**src/rtl/fp16_pkg.sv**
```systemverilog
// rtl/fp16_pkg.sv - shared fp16 field layout, constants and sequencer state encoding
package fp16_pkg;

  localparam logic [2:0] ST_IDLE  = 3'd0;
  localparam logic [2:0] ST_CLEAR = 3'd1;
  localparam logic [2:0] ST_FEED  = 3'd2;
  localparam logic [2:0] ST_DRAIN = 3'd3;
  localparam logic [2:0] ST_DONE  = 3'd4;

  localparam logic [15:0] FP16_ZERO    = 16'h0000;
  localparam logic [4:0]  FP16_EXP_MAX = 5'h1F;

  typedef struct packed {
    logic       sign;
    logic [4:0] exp;
    logic [9:0] man;
  } fp16_t;

  // All-ones exponent marks inf or NaN; the mantissa tells them apart.
  function automatic logic fp16_is_exc(input fp16_t v);
    return v.exp == FP16_EXP_MAX;
  endfunction

endpackage

```
**src/rtl/fp16_dot_seq.sv**
```systemverilog
// rtl/fp16_dot_seq.sv - sequencer driving one fp16MAC through clear, feed, drain and result hold
module fp16_dot_seq
  import fp16_pkg::*;
#(
  parameter int MAC_LAT = 2,
  parameter int CLR_CYC = 1,
  parameter int LEN_W   = 8
) (
  input  logic             CLK,
  input  logic             RESET,
  input  logic             start,
  input  logic [LEN_W-1:0] len,
  output logic             start_ready,
  input  logic             abort,
  input  logic             in_valid,
  output logic             in_ready,
  input  logic [15:0]      in_a,
  input  logic [15:0]      in_b,
  output logic             out_valid,
  input  logic             out_ready,
  output logic [15:0]      result,
  output logic             result_exc,
  output logic [15:0]      mac_a,
  output logic [15:0]      mac_b,
  output logic             mac_resetn,
  input  logic [15:0]      mac_acc,
  output logic             busy
);

  localparam int DLY_W = 8;

  logic [2:0]       state_q, state_d;
  logic [LEN_W-1:0] len_q, len_d;
  logic [LEN_W-1:0] cnt_q, cnt_d;
  logic [DLY_W-1:0] dly_q, dly_d;
  logic [15:0]      mac_a_q, mac_a_d;
  logic [15:0]      mac_b_q, mac_b_d;
  logic             mac_resetn_q, mac_resetn_d;
  logic [15:0]      result_q, result_d;
  logic             exc_q, exc_d;
  logic             out_valid_q, out_valid_d;
  fp16_t            acc_f;

  assign acc_f = mac_acc;

  always_comb begin
    state_d      = state_q;
    len_d        = len_q;
    cnt_d        = cnt_q;
    dly_d        = dly_q;
    mac_a_d      = FP16_ZERO;
    mac_b_d      = FP16_ZERO;
    mac_resetn_d = 1'b1;
    result_d     = result_q;
    exc_d        = exc_q;
    out_valid_d  = out_valid_q;

    case (state_q)
      ST_IDLE: begin
        if (start) begin
          len_d = len;
          cnt_d = '0;
          dly_d = '0;
          if (len == '0) begin
            // Empty vector: report +0 without touching the MAC.
            state_d     = ST_DONE;
            result_d    = FP16_ZERO;
            exc_d       = 1'b0;
            out_valid_d = 1'b1;
          end else begin
            state_d      = ST_CLEAR;
            mac_resetn_d = 1'b0;
          end
        end
      end
      ST_CLEAR: begin
        if (dly_q == DLY_W'(CLR_CYC - 1)) begin
          state_d = ST_FEED;
          dly_d   = '0;
        end else begin
          dly_d        = dly_q + 1'b1;
          mac_resetn_d = 1'b0;
        end
      end
      ST_FEED: begin
        if (in_valid) begin
          mac_a_d = in_a;
          mac_b_d = in_b;
          cnt_d   = cnt_q + 1'b1;
          if (cnt_q == len_q - 1'b1) begin
            state_d = ST_DRAIN;
            dly_d   = '0;
          end
        end
      end
      ST_DRAIN: begin
        // dly_q is 0 in the cycle the last operands sit on mac_a/mac_b.
        if (dly_q == DLY_W'(MAC_LAT)) begin
          result_d    = mac_acc;
          exc_d       = fp16_is_exc(acc_f);
          out_valid_d = 1'b1;
          state_d     = ST_DONE;
        end else begin
          dly_d = dly_q + 1'b1;
        end
      end
      ST_DONE: begin
        if (out_ready) begin
          out_valid_d = 1'b0;
          state_d     = ST_IDLE;
        end
      end
      default: state_d = ST_IDLE;
    endcase

    // Abort leaves the accumulator dirty; the next CLEAR wipes it.
    if (abort && (state_q != ST_IDLE)) begin
      state_d      = ST_IDLE;
      out_valid_d  = 1'b0;
      mac_a_d      = FP16_ZERO;
      mac_b_d      = FP16_ZERO;
      mac_resetn_d = 1'b1;
    end
  end

  always_ff @(posedge CLK) begin
    if (RESET) begin
      state_q      <= ST_IDLE;
      len_q        <= '0;
      cnt_q        <= '0;
      dly_q        <= '0;
      mac_a_q      <= FP16_ZERO;
      mac_b_q      <= FP16_ZERO;
      mac_resetn_q <= 1'b0;
      result_q     <= FP16_ZERO;
      exc_q        <= 1'b0;
      out_valid_q  <= 1'b0;
    end else begin
      state_q      <= state_d;
      len_q        <= len_d;
      cnt_q        <= cnt_d;
      dly_q        <= dly_d;
      mac_a_q      <= mac_a_d;
      mac_b_q      <= mac_b_d;
      mac_resetn_q <= mac_resetn_d;
      result_q     <= result_d;
      exc_q        <= exc_d;
      out_valid_q  <= out_valid_d;
    end
  end

  assign start_ready = (state_q == ST_IDLE);
  assign in_ready    = (state_q == ST_FEED);
  assign busy        = (state_q != ST_IDLE);
  assign mac_a       = mac_a_q;
  assign mac_b       = mac_b_q;
  assign mac_resetn  = mac_resetn_q;
  assign result      = result_q;
  assign result_exc  = exc_q;
  assign out_valid   = out_valid_q;

endmodule

```
**config.mk**
```make
export PLATFORM = sky130hd
export DESIGN_NAME = fp16_dot_seq
export DESIGN_NICKNAME = d
export VERILOG_FILES = /design/src/rtl/fp16_pkg.sv /design/src/rtl/fp16_dot_seq.sv
export SDC_FILE = /design/constraint.sdc
export NUM_CORES = 1
export LEC_CHECK = 0
export CAP_MARGIN = 40
export CORE_UTILIZATION = 40
export DETAILED_ROUTE_END_ITERATION = 6
export PLACE_DENSITY = 0.76
export SLEW_MARGIN = 20
export SYNTH_ARGS = -nofsm -noshare
export SYNTH_HDL_FRONTEND = slang
export SYNTH_SLANG_ARGS = --single-unit
```
**constraint.sdc**
```tcl
create_clock -name CLK -period 2.45 [get_ports CLK]
set_clock_uncertainty 0.1 [all_clocks]
set_input_delay 0.245 -clock CLK [delete_from_list [all_inputs] [get_ports CLK]]
set_output_delay 0.245 -clock CLK [all_outputs]
set_load 0.05 [all_outputs]
```
== Yosys cells after proc, flatten, opt, wreduce, memory -nomap -nowiden ==
Cells that the tools add are included.
Widths: inputs -> output; s select.

* $lt $le $gt $ge: 0
* Equal/unequal tests: 15
* Add/sub/neg operators: 3
* Divide/modulo/power cells: 0
* Multipliers: 0
* Reductions and logical operators: 17
* Shift-type cells: 0
* Bitwise gates (word level): 2
* Mux-type cells: 34

{| class="wikitable"
|+ Operator list
! operator !! number
|-
| $mux 16 || 3
|-
| $mux 8 || 6
|-
| $pmux 16 s2 || 1
|-
| $pmux 8 s4 || 1
|-
| $mux 3 || 7
|-
| $add 8x1->8 const B || 2
|-
| $logic_not 8->1 || 2
|-
| $pmux 8 s2 || 1
|-
| $pmux 3 s5 || 1
|-
| $ne 2x2->1 const B || 6
|-
| $mux 1 || 11
|-
| $reduce_and 5->1 || 2
|-
| $eq 8x2->1 const B || 1
|-
| $eq 8x8->1 || 1
|-
| $sub 8x1->8 const B || 1
|-
| $eq 3x2->1 const B || 2
|-
| $reduce_and 6->1 || 1
|-
| $reduce_bool 3->1 || 2
|-
| $eq 5x5->1 const B || 1
|-
| $ne 2x1->1 const B || 2
|-
| $pmux 1 s2 || 2
|-
| $reduce_and 4->1 || 1
|-
| $reduce_bool 2->1 || 2
|-
| $reduce_bool 4->1 || 1
|-
| 10 further kinds || 11
|}

* Memories: 0
* Bits in read-only memories: 0
* RAM bits: 0
* Latch bits: 0
* Logic and storage cells: 81
* Output and inout bits: 54
* Input port bits: 62
* Bits in registers: 78

== Logic depth before layout (Yosys ltp) ==
* Depth after elaboration: 5
* Depth in mapped cells: 8
* Depth with buffers taken out: 8

== Least setup slack after synthesis ==
Ideal clock, no wire load.

* Kind: reg2reg
* From: register state_q[1]
* To: register dly_q[1]
* Required time: 2,227 ps
* Period minus slack after synthesis: 2,992 ps
* Arrival time: 2,769 ps
* Path buffers: 1
* Library setup time: 123 ps
* Stages on the path, launching flop included: 7
* Path slack: -542 ps
* Path through: dfxtp_1 -> clkbuf_1 -> inv_1 -> nor3_1 -> o41a_4 -> nor2_8 -> mux2_1

* Word-level cells in the longest chain between the ends: 3
* Elaborated cells between the ends (all ways): 11
* Classes of those cells: eq/ne (7); mux (1); reduce/logical (3)

{| class="wikitable"
|+ Ends and longest elaborated chain
! element !! line !! source
|-
| start, declared || fp16_dot_seq.sv:32 || <nowiki>logic [2:0] state_q, state_d;</nowiki>
|-
| start signal, assigned || fp16_dot_seq.sv:139 || <nowiki>state_q <= state_d;</nowiki>
|-
| $eq 3x2->1 * || - ||
|-
| net in_ready || fp16_dot_seq.sv:16 || <nowiki>output logic in_ready,</nowiki>
|-
| $reduce_bool 4->1 (no line), or another cell as far along || - ||
|-
| $reduce_and 5->1 (no line) || - ||
|-
| end signal, assigned || fp16_dot_seq.sv:142 || <nowiki>dly_q <= dly_d;</nowiki>
|-
| end, declared || fp16_dot_seq.sv:35 || <nowiki>logic [DLY_W-1:0] dly_q, dly_d;</nowiki>
|}

The timed path passes the listed nets; every way through them passes the cells marked *.
A chain may end at the register's enable or synchronous reset.

== Worst setup path in the final report ==
* From: register len_q[1]
* To: register dly_q[1]

* Word-level cells in the longest chain between the ends: 4

{| class="wikitable"
|+ Ends and longest elaborated chain
! element !! line !! source
|-
| start, declared || fp16_dot_seq.sv:33 || <nowiki>logic [LEN_W-1:0] len_q, len_d;</nowiki>
|-
| start signal, assigned || fp16_dot_seq.sv:140 || <nowiki>len_q <= len_d;</nowiki>
|-
| $sub 8x1->8 || fp16_dot_seq.sv:90 || <nowiki>if (cnt_q == len_q - 1'b1) begin</nowiki>
|-
| $eq 8x8->1 || fp16_dot_seq.sv:90 ||
|-
| $ne 2x1->1 (no line) || - ||
|-
| $reduce_and 5->1 (no line) || - ||
|}

Every way passes these cells.

==> metrics.cfg <==
[outcome]
status = finished clean

[power]
peakVddDrop_mv = 0.3678
power_density_nw_per_um2 = 718.9
p_leak_nw = 1.779

[clock_network]
clock_path_buffers = 2
cts_tree = yes
insertion_delay_ns = 0.33
h-tree-depth = 3
clockRootBuffer = clkbuf_8
cts_buffers = 9
clk_pin_slew_ns = 0.08
cts.sinks = 78

[global_route]
antenna_found_initial = 0
grt_max_degree = 40
overflow = 0
grt_pass1_wl_um = 13140
grt.total_usage_pct = 19.74
grt_pass1_vias = 2818

[detailed_routing]
dr_total_vias = 2867
antenna_left = 0
finalWirelength_um = 7845
firstDrtPassIters = 5
drc_errors = 0
wire_per_inst_um = 13.86
drt-initial-drc-count = 92
viasPerCell = 5.065

[critical_path]
worstSetupPathType = reg2reg
cpPeakStageDelay_ns = 0.54
startpoint_type = register
cpMaxStageDelayCell = o41a_4
r2r_slack_ns = 0.06
path_depth = 8
worstPathArrival_ns = 2.51
worstRegToRegCells = 8
path_delay_family = compound AO/OA/AOI/OAI gates
path_buf_inv = 1
r2r_start = len_q[1]$_SDFFE_PP0P_
critPathMaxFanout = 5
cp.required_ns = 2.57
crit_chain = inv_1 > ha_4 > nand2b_1 > o211a_1 > o31a_4 > o41a_4 > nor2_8 > mux2_4
critPathCaptureType = register
reg2reg_to = dly_q[1]$_SDFFE_PP0P_

[sta]
drv_slew = 0
relSlewSlack_pct = 64.26
finalHoldViolCount = 0
min_period_ns = 2.390
finalSetupTns_ns = 0
worstMarginPinSlew_ns = 0.5344
rsz0062_at_grt = no
fmax_mhz = 418.5
finalSetupViolations = 0
period_share_pct = 97.54
worst_slack_ns = 0.06029

[synth]
async_reset_ff_share_pct = 0
yosysWarnings = 0
syn-num-nets = 406
synthCells = 339
synth.ff_latch_count = 78
synth_edf_count = 0
syn_area_per_cell_um2 = 9.246
ys_seq_area_share_pct = 49.82
syn_area_um2 = 3134
synth.distinct_cells = 50
synth_flop_cell = dfxtp_1

[min_path]
hold_class = in2reg
hold_path.startpoint = in_b[8]
min_path_cells = 2
hold_end = mac_b[8]$_SDFF_PP0_

[layout]
antenna-diode-count = 0
area_growth_pct = 49.94
drive_gt1_share_pct = 9.850
num-nets-final = 530
stdcell_count = 566
layout_common_cells = 112 x clkdlybuf4s50_1, 76 x dfxtp_1, 39 x nor2_1
n_fill_cell = 613
mostFrequentLayoutCell = clkdlybuf4s50_1

[floorplan]
start_util_pct = 42.31
die_h_um = 90.52
ioPinCount = 116
die-area_um2 = 8194
rows = 31
die_width_um = 90.52
core_um2 = 7408

[place]
dpl.hpwl_um = 5616
io_buffers = 115
place_inst = 549
dp_slack_ns = 0.05583
gp_congestion = 0.8369

[job]
cap_violations = 0

[final cells by class]
class | instances | area (um^2) | share of cell area (%)
Timing Repair Buffer | 129 | 1249 | 26.57
Clock inverter | 6 | 87.58 | 1.864
Multi-Input combinational cell | 232 | 1503 | 31.98
Sequential cell | 78 | 1564 | 33.28
Inverter | 13 | 48.80 | 1.038
Clock buffer | 9 | 123.9 | 2.636
Tap cell | 99 | 123.9 | 2.636
[cells by family after synthesis]
group | after synthesis | synth area share [%]
fa+ha+maj | 5 | 1.996
simple gates | 146 | 25.07
xor+xnor | 14 | 3.912
flops | 78 | 49.82
mux | 2 | 0.7185
compound gates | 65 | 15.01
buf+inv | 29 | 3.473
[synthesized netlist by cell type, drive strengths merged, types with 2 or more instances]
cell type,instances,area share [%]
dfxtp,78,50
nor2,40,5.3
and2,35,7.0
nand2,22,2.6
a21oi,20,3.2
a22oi,17,4.1
clkbuf,16,1.9
nor3,14,2.2
inv,13,1.6
xor2,10,2.8
nand3,7,1.1
o21ai,7,1.1
ha,5,2.0
and4,4,1.1
nand2b,4,0.80
nor4,4,0.80
xnor2,4,1.1
nand4,3,0.60
nor3b,3,1.1
o32ai,3,0.84
a211oi,2,0.48
and3,2,0.40
mux2,2,0.72
o21a,2,0.48
o41a,2,1.0
or3,2,0.40
[flip-flops by register name, indices dropped and copies added (netlist names)]
register / flops
cnt_q: 8
result_exc: 1
mac_b: 16
mac_resetn: 1
mac_a: 16
out_valid: 1
len_q: 8
state_q: 3
result: 16
dly_q: 8
[layer usage]
layer	GRT usage (%)	share of wire, %	vias up
met2	32.89	50	93
li1	-	-	1424
met4	9.005	2.2	0
met5	0	0	-
met1	23.70	42	1335
met3	5.135	6.3	15
[metrics by stage]
| step | util (%) | cell area, um^2 | total power [mW] | hold slack [ns] |
|---|---|---|---|---|
| global route | 63.44 | 4700 | 3.554 | 0.3443 |
| global placement | 59.89 | 4437 | 2.321 | 0.3550 |
| CTS | 62.74 | 4648 | 3.368 | 0.3418 |
| floorplan | - | 3139 | 2.017 | 0.2667 |
| detailed placement | 59.89 | 4437 | 2.335 | 0.3693 |
| finish | 63.44 | 4700 | 3.378 | 0.3553 |
[what timing repair did]
item,CTS,global route
setup buffers,0,2
gates resized for setup,0,8
hold buffers,0,0
endpoints found under the setup margin,0,3
[worst max path at each step]
stage / start / to / slack [ns]
after floorplan: state_q[1]$_SDFFE_PP0P_ / dly_q[1]$_SDFFE_PP0P_ / 0.007
after global placement: len_q[0]$_SDFFE_PP0P_ / dly_q[1]$_SDFFE_PP0P_ / 0.10
after detailed placement: len_q[0]$_SDFFE_PP0P_ / dly_q[1]$_SDFFE_PP0P_ / 0.06
after CTS: len_q[0]$_SDFFE_PP0P_ / dly_q[1]$_SDFFE_PP0P_ / 0.04
after global routing: len_q[1]$_SDFFE_PP0P_ / dly_q[1]$_SDFFE_PP0P_ / 0.003
final: len_q[1]$_SDFFE_PP0P_ / dly_q[1]$_SDFFE_PP0P_ / 0.06
[power by group]
| part | switching (mW) | internal (mW) | leakage, nW |
|---|---|---|---|
| clock network | 0.461 | 0.568 | 0.109 |
| registers | 0.0706 | 1.33 | 0.631 |
| logic | 0.542 | 0.406 | 1.04 |
Note: power is estimated with default switching activity, not from simulation.
